===== config.mk =====
export PLATFORM = sky130hd
export DESIGN_NAME = id_ex_stage
export DESIGN_NICKNAME = d
export VERILOG_FILES = /design/src/rtl/id_ex_stage_pkg.sv /design/src/rtl/id_ex_stage_alu_ctrl_decoder.sv /design/src/rtl/id_ex_stage.sv
export SDC_FILE = /design/constraint.sdc
export NUM_CORES = 1
export LEC_CHECK = 0
export ABC_AREA = 1
export CAP_MARGIN = 25
export CORE_UTILIZATION = 47
export DETAILED_ROUTE_END_ITERATION = 8
export GPL_TIMING_DRIVEN = 0
export MAX_ROUTING_LAYER = met4
export PLACE_DENSITY_LB_ADDON = 0.3
export SLEW_MARGIN = 10
export SYNTH_ARGS = -nofsm -noshare
export SYNTH_HDL_FRONTEND = slang
export SYNTH_HIERARCHICAL = 1
export SYNTH_SLANG_ARGS = --single-unit
export TNS_END_PERCENT = 30

===== constraint.sdc =====
create_clock -name clk -period 2 [get_ports clk]
set_input_delay 0.4 -clock clk [delete_from_list [all_inputs] [get_ports clk]]
set_output_delay 0.4 -clock clk [all_outputs]
set_load 0.02 [all_outputs]

===== src/rtl/id_ex_stage_pkg.sv =====
// Shared decode constants for the ID/EX boundary: opcodes, functs,
// ALU control codes, immediate-extension modes and forward selects.
package id_ex_stage_pkg;

    // Primary opcodes
    localparam logic [5:0] OP_RTYPE = 6'h00;
    localparam logic [5:0] OP_J     = 6'h02;
    localparam logic [5:0] OP_BEQ   = 6'h04;
    localparam logic [5:0] OP_BNE   = 6'h05;
    localparam logic [5:0] OP_ADDI  = 6'h08;
    localparam logic [5:0] OP_ADDIU = 6'h09;
    localparam logic [5:0] OP_SLTI  = 6'h0A;
    localparam logic [5:0] OP_SLTIU = 6'h0B;
    localparam logic [5:0] OP_ANDI  = 6'h0C;
    localparam logic [5:0] OP_ORI   = 6'h0D;
    localparam logic [5:0] OP_XORI  = 6'h0E;
    localparam logic [5:0] OP_LUI   = 6'h0F;
    localparam logic [5:0] OP_LW    = 6'h23;
    localparam logic [5:0] OP_SW    = 6'h2B;

    // R-type function codes
    localparam logic [5:0] FN_SLL  = 6'h00;
    localparam logic [5:0] FN_SRL  = 6'h02;
    localparam logic [5:0] FN_ADD  = 6'h20;
    localparam logic [5:0] FN_ADDU = 6'h21;
    localparam logic [5:0] FN_SUB  = 6'h22;
    localparam logic [5:0] FN_SUBU = 6'h23;
    localparam logic [5:0] FN_AND  = 6'h24;
    localparam logic [5:0] FN_OR   = 6'h25;
    localparam logic [5:0] FN_XOR  = 6'h26;
    localparam logic [5:0] FN_NOR  = 6'h27;
    localparam logic [5:0] FN_SLT  = 6'h2A;
    localparam logic [5:0] FN_SLTU = 6'h2B;

    typedef enum logic [3:0] {
        ALU_ADD = 4'd0,
        ALU_SUB = 4'd1,
        ALU_AND = 4'd2,
        ALU_OR  = 4'd3,
        ALU_XOR = 4'd4,
        ALU_NOR = 4'd5,
        ALU_SLT = 4'd6,
        ALU_SLL = 4'd7,
        ALU_SRL = 4'd8
    } alu_ctr_e;

    typedef enum logic [1:0] {
        EXT_SIGN  = 2'd0,
        EXT_ZERO  = 2'd1,
        EXT_LUI   = 2'd2,
        EXT_SHAMT = 2'd3
    } ext_mode_e;

    typedef enum logic [1:0] {
        FWD_RF = 2'b00,
        FWD_W  = 2'b01,
        FWD_M  = 2'b10
    } fwd_sel_e;

    // M stage is newer than W, so its match wins when both hit.
    function automatic logic [1:0] fwd_pick(input logic m_hit, input logic w_hit);
        if (m_hit)
            return FWD_M;
        else if (w_hit)
            return FWD_W;
        else
            return FWD_RF;
    endfunction

endpackage


===== src/rtl/id_ex_stage_alu_ctrl_decoder.sv =====
// Combinational main/ALU decoder: opcode + funct -> execute, memory and
// writeback controls. Unsupported encodings raise illegal with all writes off.
module alu_ctrl_decoder
    import id_ex_stage_pkg::*;
(
    input  logic [5:0] op,
    input  logic [5:0] funct,
    output logic [3:0] alu_ctr,
    output logic       alu_src,
    output logic       reg_dst,
    output logic [1:0] ext_mode,
    output logic       reg_write,
    output logic       mem_to_reg,
    output logic       mem_write,
    output logic       illegal
);

    // Decode the instruction class into its control bundle.
    always_comb begin
        alu_ctr    = ALU_ADD;
        alu_src    = 1'b0;
        reg_dst    = 1'b0;
        ext_mode   = EXT_SIGN;
        reg_write  = 1'b0;
        mem_to_reg = 1'b0;
        mem_write  = 1'b0;
        illegal    = 1'b0;
        case (op)
            OP_RTYPE: begin
                reg_dst   = 1'b1;
                reg_write = 1'b1;
                case (funct)
                    FN_ADD, FN_ADDU: alu_ctr = ALU_ADD;
                    FN_SUB, FN_SUBU: alu_ctr = ALU_SUB;
                    FN_AND:          alu_ctr = ALU_AND;
                    FN_OR:           alu_ctr = ALU_OR;
                    FN_XOR:          alu_ctr = ALU_XOR;
                    FN_NOR:          alu_ctr = ALU_NOR;
                    FN_SLT, FN_SLTU: alu_ctr = ALU_SLT;
                    // Shift amount travels as the B operand through SignImmE
                    FN_SLL: begin
                        alu_ctr  = ALU_SLL;
                        alu_src  = 1'b1;
                        ext_mode = EXT_SHAMT;
                    end
                    FN_SRL: begin
                        alu_ctr  = ALU_SRL;
                        alu_src  = 1'b1;
                        ext_mode = EXT_SHAMT;
                    end
                    default: begin
                        reg_write = 1'b0;
                        illegal   = 1'b1;
                    end
                endcase
            end
            OP_ADDI, OP_ADDIU: begin
                alu_src   = 1'b1;
                reg_write = 1'b1;
            end
            OP_SLTI, OP_SLTIU: begin
                alu_ctr   = ALU_SLT;
                alu_src   = 1'b1;
                reg_write = 1'b1;
            end
            OP_ANDI: begin
                alu_ctr   = ALU_AND;
                alu_src   = 1'b1;
                ext_mode  = EXT_ZERO;
                reg_write = 1'b1;
            end
            OP_ORI: begin
                alu_ctr   = ALU_OR;
                alu_src   = 1'b1;
                ext_mode  = EXT_ZERO;
                reg_write = 1'b1;
            end
            OP_XORI: begin
                alu_ctr   = ALU_XOR;
                alu_src   = 1'b1;
                ext_mode  = EXT_ZERO;
                reg_write = 1'b1;
            end
            OP_LUI: begin
                alu_src   = 1'b1;
                ext_mode  = EXT_LUI;
                reg_write = 1'b1;
            end
            OP_LW: begin
                alu_src    = 1'b1;
                reg_write  = 1'b1;
                mem_to_reg = 1'b1;
            end
            OP_SW: begin
                alu_src   = 1'b1;
                mem_write = 1'b1;
            end
            // Control flow is resolved in decode; E only sees a harmless subtract
            OP_BEQ, OP_BNE, OP_J: begin
                alu_ctr = ALU_SUB;
            end
            default: begin
                illegal = 1'b1;
            end
        endcase
    end

endmodule


===== src/rtl/id_ex_stage.sv =====
// Decode-to-execute pipeline register with forwarding-select generation
// and load-use hazard detection (one bubble per dependent load).
module id_ex_stage
    import id_ex_stage_pkg::*;
#(
    parameter int DATA_W = 32,
    parameter int REG_W  = 5
) (
    input  logic              clk,
    input  logic              rst_n,
    input  logic [31:0]       InstrD,
    input  logic [DATA_W-1:0] RD1D,
    input  logic [DATA_W-1:0] RD2D,
    input  logic              StallE,
    input  logic              FlushE,
    input  logic [REG_W-1:0]  WriteRegM,
    input  logic              RegWriteM,
    input  logic [REG_W-1:0]  WriteRegW,
    input  logic              RegWriteW,
    output logic [DATA_W-1:0] RD1E,
    output logic [DATA_W-1:0] RD2E,
    output logic [DATA_W-1:0] SignImmE,
    output logic [3:0]        ALUCtrE,
    output logic              ALUSrcE,
    output logic              RegWriteE,
    output logic              MemtoRegE,
    output logic              MemWriteE,
    output logic [REG_W-1:0]  RsE,
    output logic [REG_W-1:0]  RtE,
    output logic [REG_W-1:0]  WriteRegE,
    output logic [1:0]        ForwardAE,
    output logic [1:0]        ForwardBE,
    output logic              LwStallD,
    output logic              IllegalE
);

    // Instruction fields
    logic [5:0]       instr_op;
    logic [5:0]       instr_funct;
    logic [REG_W-1:0] f_rs;
    logic [REG_W-1:0] f_rt;
    logic [REG_W-1:0] f_rd;
    logic [4:0]       f_shamt;
    logic [15:0]      f_imm;

    assign instr_op    = InstrD[31:26];
    assign instr_funct = InstrD[5:0];
    assign f_rs        = InstrD[25:21];
    assign f_rt        = InstrD[20:16];
    assign f_rd        = InstrD[15:11];
    assign f_shamt     = InstrD[10:6];
    assign f_imm       = InstrD[15:0];

    // Decoder outputs
    logic [3:0] dec_alu_ctr;
    logic       dec_alu_src;
    logic       dec_reg_dst;
    logic [1:0] dec_ext_mode;
    logic       dec_reg_write;
    logic       dec_mem_to_reg;
    logic       dec_mem_write;
    logic       dec_illegal;

    alu_ctrl_decoder u_dec (
        .op         (instr_op),
        .funct      (instr_funct),
        .alu_ctr    (dec_alu_ctr),
        .alu_src    (dec_alu_src),
        .reg_dst    (dec_reg_dst),
        .ext_mode   (dec_ext_mode),
        .reg_write  (dec_reg_write),
        .mem_to_reg (dec_mem_to_reg),
        .mem_write  (dec_mem_write),
        .illegal    (dec_illegal)
    );

    // E register bank
    logic [DATA_W-1:0] rd1_q, rd1_d;
    logic [DATA_W-1:0] rd2_q, rd2_d;
    logic [DATA_W-1:0] sign_imm_q, sign_imm_d;
    logic [3:0]        alu_ctr_q, alu_ctr_d;
    logic              alu_src_q, alu_src_d;
    logic              reg_write_q, reg_write_d;
    logic              mem_to_reg_q, mem_to_reg_d;
    logic              mem_write_q, mem_write_d;
    logic [REG_W-1:0]  rs_q, rs_d;
    logic [REG_W-1:0]  rt_q, rt_d;
    logic [REG_W-1:0]  write_reg_q, write_reg_d;
    logic              illegal_q, illegal_d;

    logic              lw_stall;
    logic              is_shift;
    logic [REG_W-1:0]  write_reg_sel;
    logic [DATA_W-1:0] imm_ext;

    // Load in E whose destination is read by the instruction in D.
    assign lw_stall = mem_to_reg_q && (rt_q != '0) && ((rt_q == f_rs) || (rt_q == f_rt));

    assign is_shift      = (dec_ext_mode == EXT_SHAMT);
    assign write_reg_sel = dec_reg_dst ? f_rd : f_rt;

    // Form the B-side immediate according to the decoded extension mode.
    always_comb begin
        imm_ext = DATA_W'($signed(f_imm));
        case (dec_ext_mode)
            EXT_ZERO:  imm_ext = DATA_W'(f_imm);
            EXT_LUI:   imm_ext = DATA_W'({f_imm, 16'h0000});
            EXT_SHAMT: imm_ext = DATA_W'(f_shamt);
            default:   imm_ext = DATA_W'($signed(f_imm));
        endcase
    end

    // Next E contents: hold on stall, bubble on flush/load-use/illegal, else capture.
    always_comb begin
        rd1_d        = rd1_q;
        rd2_d        = rd2_q;
        sign_imm_d   = sign_imm_q;
        alu_ctr_d    = alu_ctr_q;
        alu_src_d    = alu_src_q;
        reg_write_d  = reg_write_q;
        mem_to_reg_d = mem_to_reg_q;
        mem_write_d  = mem_write_q;
        rs_d         = rs_q;
        rt_d         = rt_q;
        write_reg_d  = write_reg_q;
        illegal_d    = illegal_q;
        if (!StallE) begin
            if (FlushE || lw_stall || dec_illegal) begin
                rd1_d        = '0;
                rd2_d        = '0;
                sign_imm_d   = '0;
                alu_ctr_d    = ALU_ADD;
                alu_src_d    = 1'b0;
                reg_write_d  = 1'b0;
                mem_to_reg_d = 1'b0;
                mem_write_d  = 1'b0;
                rs_d         = '0;
                rt_d         = '0;
                write_reg_d  = '0;
                // Only a genuinely captured bad encoding is flagged
                illegal_d    = !FlushE && !lw_stall && dec_illegal;
            end else begin
                // Shifts operate on rt through the A port, so rt is renamed to rs
                rd1_d        = is_shift ? RD2D : RD1D;
                rd2_d        = RD2D;
                sign_imm_d   = imm_ext;
                alu_ctr_d    = dec_alu_ctr;
                alu_src_d    = dec_alu_src;
                reg_write_d  = dec_reg_write && (write_reg_sel != '0);
                mem_to_reg_d = dec_mem_to_reg;
                mem_write_d  = dec_mem_write;
                rs_d         = is_shift ? f_rt : f_rs;
                rt_d         = is_shift ? '0 : f_rt;
                write_reg_d  = write_reg_sel;
                illegal_d    = 1'b0;
            end
        end
    end

    // E pipeline register; async reset leaves a bubble in E.
    always_ff @(posedge clk or negedge rst_n) begin
        if (!rst_n) begin
            rd1_q        <= '0;
            rd2_q        <= '0;
            sign_imm_q   <= '0;
            alu_ctr_q    <= '0;
            alu_src_q    <= 1'b0;
            reg_write_q  <= 1'b0;
            mem_to_reg_q <= 1'b0;
            mem_write_q  <= 1'b0;
            rs_q         <= '0;
            rt_q         <= '0;
            write_reg_q  <= '0;
            illegal_q    <= 1'b0;
        end else begin
            rd1_q        <= rd1_d;
            rd2_q        <= rd2_d;
            sign_imm_q   <= sign_imm_d;
            alu_ctr_q    <= alu_ctr_d;
            alu_src_q    <= alu_src_d;
            reg_write_q  <= reg_write_d;
            mem_to_reg_q <= mem_to_reg_d;
            mem_write_q  <= mem_write_d;
            rs_q         <= rs_d;
            rt_q         <= rt_d;
            write_reg_q  <= write_reg_d;
            illegal_q    <= illegal_d;
        end
    end

    assign RD1E      = rd1_q;
    assign RD2E      = rd2_q;
    assign SignImmE  = sign_imm_q;
    assign ALUCtrE   = alu_ctr_q;
    assign ALUSrcE   = alu_src_q;
    assign RegWriteE = reg_write_q;
    assign MemtoRegE = mem_to_reg_q;
    assign MemWriteE = mem_write_q;
    assign RsE       = rs_q;
    assign RtE       = rt_q;
    assign WriteRegE = write_reg_q;
    assign IllegalE  = illegal_q;
    assign LwStallD  = lw_stall;

    // $0 is never forwarded; it always reads as zero from the register file.
    assign ForwardAE = fwd_pick(RegWriteM && (WriteRegM == rs_q) && (rs_q != '0),
                                RegWriteW && (WriteRegW == rs_q) && (rs_q != '0));
    assign ForwardBE = fwd_pick(RegWriteM && (WriteRegM == rt_q) && (rt_q != '0),
                                RegWriteW && (WriteRegW == rt_q) && (rt_q != '0));

endmodule

==> flow_summary.html <==
<table>
<tr><th>Metric</th><th>Value</th></tr>
<tr><th colspan="2">Pwr</th></tr>
<tr><td>Switching part of the total</td><td>28.9%</td></tr>
<tr><td>Leakage power figure</td><td>0.00561 uW</td></tr>
<tr><td>Sequential group share of total power</td><td>36.5%</td></tr>
<tr><td>Max IR drop VDD</td><td>605 uV</td></tr>
<tr><td>Cell internal pwr</td><td>5090 uW</td></tr>
<tr><td>Clock Power Share</td><td>44.1%</td></tr>
<tr><td>Part of the power in combinational logic</td><td>19.5%</td></tr>
<tr><td>Post-layout total power</td><td>7150 uW</td></tr>
<tr><td>P per Cell Area</td><td>674 mW/mm^2</td></tr>
<tr><td>Switching Power</td><td>2070 uW</td></tr>
<tr><th colspan="2">Synthesis</th></tr>
<tr><td>Number of synthesis warnings</td><td>6</td></tr>
<tr><td>Count of different cell masters after synthesis</td><td>30</td></tr>
<tr><td>Post-synthesis instance area</td><td>0.00705 mm^2</td></tr>
<tr><td>Synthesized flop and latch total</td><td>120</td></tr>
<tr><td>Most used flip-flop cell after synthesis</td><td>sky130_fd_sc_hd__dfrtp_1</td></tr>
<tr><td>Post-synth net total</td><td>1121</td></tr>
<tr><td>Synth top area cells</td><td>sky130_fd_sc_hd__dfrtp_1 (43%), sky130_fd_sc_hd__nand2_1 (17%), sky130_fd_sc_hd__nand4_1 (11%)</td></tr>
<tr><td>Count of mapped cells out of synthesis</td><td>1009</td></tr>
<tr><td>Synthesized area per cell</td><td>6.99 um^2</td></tr>
<tr><td>Most common cell in the synthesized netlist</td><td>sky130_fd_sc_hd__nand2_1</td></tr>
<tr><td>Portion of synthesized cell area occupied by the leading cell type</td><td>42.6%</td></tr>
<tr><td>Number of enable-type register cells in the synthesized netlist</td><td>0</td></tr>
<tr><td>Leading area contributor after synthesis</td><td>sky130_fd_sc_hd__dfrtp_1</td></tr>
<tr><td>Portion of the post-synthesis area used by sequential elements</td><td>42.6%</td></tr>
<tr><td>Most frequent cells after synthesis</td><td>sky130_fd_sc_hd__nand2_1 (314), sky130_fd_sc_hd__inv_1 (128), sky130_fd_sc_hd__nand4_1 (121)</td></tr>
<tr><td>Proportion of register bits with asynchronous set or reset after synthesis</td><td>100%</td></tr>
<tr><th colspan="2">Clock tree</th></tr>
<tr><td>Clock net sink count</td><td>120</td></tr>
<tr><td>TritonCTS Buffers</td><td>17</td></tr>
<tr><td>CTS tree</td><td>done</td></tr>
<tr><td>Reg clk slew, reported paths</td><td>0.06 ns</td></tr>
<tr><td>Clock latency reported for the late side of the worst-skew pair</td><td>0.43 ns</td></tr>
<tr><td>Root buffer cell</td><td>sky130_fd_sc_hd__clkbuf_16</td></tr>
<tr><td>H-tree lvl count</td><td>4</td></tr>
<tr><td>Maximum buffer depth of the clock tree</td><td>2</td></tr>
<tr><th colspan="2">Cells and area</th></tr>
<tr><td>Number of nets in the layout</td><td>1391</td></tr>
<tr><td>N_diodes</td><td>0</td></tr>
<tr><td>Final design utilization</td><td>72.7%</td></tr>
<tr><td>Non-filler instance count after layout</td><td>1476</td></tr>
<tr><td>Fraction of layout cells with a size suffix above 1</td><td>11.8%</td></tr>
<tr><td>Area Overhead vs Synth</td><td>50.6%</td></tr>
<tr><th colspan="2">Timing</th></tr>
<tr><td>Setup skew after layout</td><td>0.0103 ns</td></tr>
<tr><td>Post-route fraction of the period consumed by the critical path</td><td>104%</td></tr>
<tr><td>Unrepaired setup endpoints after global routing</td><td>true</td></tr>
<tr><td>Final hold violations</td><td>0</td></tr>
<tr><td>Summed negative setup slack over all endpoints</td><td>-0.312 ns</td></tr>
<tr><td>Final setup fails</td><td>5</td></tr>
<tr><td>Pin slew with the least headroom to its limit</td><td>0.685 ns</td></tr>
<tr><td>Max Slew Vio Count</td><td>0</td></tr>
<tr><td>Slew HR</td><td>54.3%</td></tr>
<tr><td>Achievable Freq</td><td>479 MHz</td></tr>
<tr><td>Worst Slack Setup Final</td><td>-0.0870 ns</td></tr>
<tr><td>Min Tclk post-route</td><td>2.09 ns</td></tr>
<tr><th colspan="2">Critical path</th></tr>
<tr><td>Crit Path Category</td><td>reg -&gt; out</td></tr>
<tr><td>Critical path endpoint category</td><td>primary output</td></tr>
<tr><td>Origin of the critical flop-to-flop path</td><td>RtE[0]$_DFFE_PN0N_</td></tr>
<tr><td>Worst Path Max Fanout</td><td>6</td></tr>
<tr><td>Worst Reg-to-Reg Cells</td><td>13</td></tr>
<tr><td>Startpoint of the most critical setup path</td><td>RtE[0]$_DFFE_PN0N_</td></tr>
<tr><td>Register-to-Register Setup Slack</td><td>0.17 ns</td></tr>
<tr><td>Type of element launching the critical path</td><td>flip-flop</td></tr>
<tr><td>Required time of the critical path</td><td>1.60 ns</td></tr>
<tr><td>Signal arrival time at the worst endpoint</td><td>1.69 ns</td></tr>
<tr><td>Capture point of the critical path</td><td>ForwardBE[0]</td></tr>
<tr><td>Reg-to-reg critical path endpoint</td><td>RsE[0]$_DFFE_PN0N_</td></tr>
<tr><th colspan="2">Detailed routing</th></tr>
<tr><td>Via count of the routed design</td><td>8010</td></tr>
<tr><td>Post-route DRC violation count</td><td>0</td></tr>
<tr><td>Routed WL per cell</td><td>17.1 um</td></tr>
<tr><td>Drt first-iter violations</td><td>660</td></tr>
<tr><td>Antenna-violating nets left</td><td>0</td></tr>
<tr><td>Final wirelength</td><td>25.2 mm</td></tr>
<tr><td>Vias per cell</td><td>5.43</td></tr>
<tr><td>Total iterations of the first detailed-routing run</td><td>5</td></tr>
<tr><th colspan="2">Placed design</th></tr>
<tr><td>Placed Cells incl. Taps</td><td>1429</td></tr>
<tr><td>Count of input and output buffers</td><td>235</td></tr>
<tr><td>DPL Wire Length</td><td>17.9 mm</td></tr>
<tr><td>Final weighted congestion of routability-driven global placement</td><td>0.958</td></tr>
<tr><td>Place WS</td><td>-1.18 ns</td></tr>
<tr><th colspan="2">Outcome</th></tr>
<tr><td>Outcome</td><td>complete, but fails checks</td></tr>
<tr><td>Violations in the final reports</td><td>negative setup slack</td></tr>
<tr><th colspan="2">GRT</th></tr>
<tr><td>Total congestion overflow after global routing</td><td>0</td></tr>
<tr><td>Wire length of the first global-routing pass</td><td>40.1 mm</td></tr>
<tr><td>Antenna violations before repair</td><td>0</td></tr>
<tr><td>GRT Total Usage</td><td>33.9%</td></tr>
<tr><td>Via count of the first global-routing pass</td><td>7739</td></tr>
<tr><td>Pin count of the biggest net entering global routing</td><td>90</td></tr>
<tr><th colspan="2">Floorplan</th></tr>
<tr><td>I/O pin count</td><td>237</td></tr>
<tr><td>Die H</td><td>124 um</td></tr>
<tr><td>Core area</td><td>0.0146 mm^2</td></tr>
<tr><td>Die boundary width</td><td>124 um</td></tr>
<tr><td>DIE AREA</td><td>0.0155 mm^2</td></tr>
<tr><td>Effective utilization at floorplan</td><td>48.3%</td></tr>
<tr><td>Row count</td><td>44</td></tr>
<tr><th colspan="2">Min path</th></tr>
<tr><td>Hold WC Path Type</td><td>in -&gt; reg</td></tr>
<tr><td>Instance count along the most critical hold path</td><td>4</td></tr>
<tr><th colspan="2">Job</th></tr>
<tr><td>Count of maximum capacitance violations</td><td>0</td></tr>
</table>
==> metal layers <==
layer / vias to the layer above / part of all wire, % / global-route usage [%]
met3: 66 / 7.9 / 7.35
met4: 0 / 3.6 / 14.1
met5: - / 0 / -
met2: 379 / 46 / 51.9
li1: 3819 / - / -
met1: 3746 / 42 / 43.6
==> timing repair <==
action                     4_1_cts  5_1_grt
hold endpoints to repair        31        0
resized for setup              115       32
hold buffers                     1        0
setup endpoints to repair      125      116
pin swaps                       20       20
buffers inserted                12        5
==> cells by family (layout without fill, tap and decap cells) <==
kind of cell | Yosys count | after routing | synth area share [%]
flip-flops | 120 | 120 | 42.6
buffers and inverters | 210 | 493 | 12.5
AO/OA/AOI/OAI | 85 | 85 | 7.19
XOR/XNOR | 8 | 8 | 0.994
AND/OR/NAND/NOR | 586 | 586 | 36.7
==> through the flow <==
step | hold slack [ns] | instance area, um^2
after CTS | 0.424 | 10500
after global routing | 0.461 | 10600
after global placement | 0.459 | 9630
after detailed placement | 0.302 | 9660
final | 0.433 | 10600
after floorplan | 0.104 | 7050
==> critical path, stage by stage, from the launching register on <==
cell                      delay (ns)
sky130_fd_sc_hd__dfrtp_1        0.38
sky130_fd_sc_hd__buf_6          0.14
sky130_fd_sc_hd__buf_6          0.12
sky130_fd_sc_hd__nand2_2        0.05
sky130_fd_sc_hd__nand4_1        0.09
sky130_fd_sc_hd__nor3_2         0.12
sky130_fd_sc_hd__nand3_1        0.09
sky130_fd_sc_hd__nor2_2         0.14
sky130_fd_sc_hd__buf_6          0.13
==> state kept, by name, indices dropped and copies added, names as in the netlist <==
| register | flops |
|---|---|
| ALUCtrE | 4 |
| SignImmE | 32 |
| MemWriteE | 1 |
| RtE | 5 |
| RD2E | 32 |
| IllegalE | 1 |
| ALUSrcE | 1 |
| WriteRegE | 5 |
| RegWriteE | 1 |
| RD1E | 32 |
| RsE | 5 |
| MemtoRegE | 1 |
==> power groups by stage <==
stage	registers [uW]	clock network [uW]	logic, uW
6_report	2610	3150	1390
4_1_cts	2610	3150	1350
2_1_floorplan	2770	0	487
3_5_place_dp	2640	0	1310
3_3_place_gp	2650	0	1290
5_1_grt	2620	3300	1500
==> cell usage in the layout (no fill, tap or decap), types with 3 or more instances in the layout <==
master / instances
sky130_fd_sc_hd__nand2_1: 307
sky130_fd_sc_hd__clkdlybuf4s50_1: 209
sky130_fd_sc_hd__nand4_1: 121
sky130_fd_sc_hd__inv_1: 120
sky130_fd_sc_hd__dfrtp_1: 113
sky130_fd_sc_hd__nor2_1: 101
sky130_fd_sc_hd__o22ai_1: 34
sky130_fd_sc_hd__clkbuf_1: 34
sky130_fd_sc_hd__o21ai_0: 25
sky130_fd_sc_hd__nand3_1: 24
sky130_fd_sc_hd__buf_4: 20
sky130_fd_sc_hd__buf_6: 19
sky130_fd_sc_hd__clkbuf_16: 17
sky130_fd_sc_hd__buf_2: 16
sky130_fd_sc_hd__inv_2: 14
sky130_fd_sc_hd__dlygate4sd2_1: 14
sky130_fd_sc_hd__nor2_2: 9
sky130_fd_sc_hd__a21oi_1: 9
sky130_fd_sc_hd__dfrtp_2: 7
sky130_fd_sc_hd__nand2_2: 6
sky130_fd_sc_hd__o31ai_1: 5
sky130_fd_sc_hd__xnor2_1: 4
sky130_fd_sc_hd__nand2_4: 4
sky130_fd_sc_hd__xor2_1: 4
sky130_fd_sc_hd__o21ai_1: 4
sky130_fd_sc_hd__clkbuf_8: 4
sky130_fd_sc_hd__clkinv_4: 4
sky130_fd_sc_hd__dlymetal6s2s_1: 4
sky130_fd_sc_hd__nand3_2: 3
sky130_fd_sc_hd__o2111ai_1: 3
sky130_fd_sc_hd__nor3_2: 3
sky130_fd_sc_hd__clkbuf_2: 3
sky130_fd_sc_hd__clkinvlp_4: 3
sky130_fd_sc_hd__inv_6: 3
==> cell type report <==
type | instances | area (um^2)
clock buffer | 20 | 467
multi-input combinational | 679 | 3310
sequential | 120 | 3010
inverter | 136 | 518
buffer | 71 | 418
clock inverter | 12 | 140
timing repair buffer | 254 | 2520
tap | 184 | 230
fill | 1214 | 3980
==> how the worst min path moves through the flow <==
| stage | slack (ns) | startpoint | end |
|---|---|---|---|
| floorplan | 0.10 | rst_n | ALUCtrE[0]$_DFFE_PN0N_ |
| global placement | 0.46 | RD2E[12]$_DFFE_PN0N_ | RD2E[12]$_DFFE_PN0N_ |
| detailed placement | 0.30 | rst_n | SignImmE[15]$_DFFE_PN0N_ |
| CTS | 0.42 | rst_n | SignImmE[15]$_DFFE_PN0N_ |
| global route | 0.46 | rst_n | SignImmE[19]$_DFFE_PN0N_ |
| finish | 0.43 | StallE | RD2E[13]$_DFFE_PN0N_ |
Note: power is estimated with default switching activity, not from simulation.
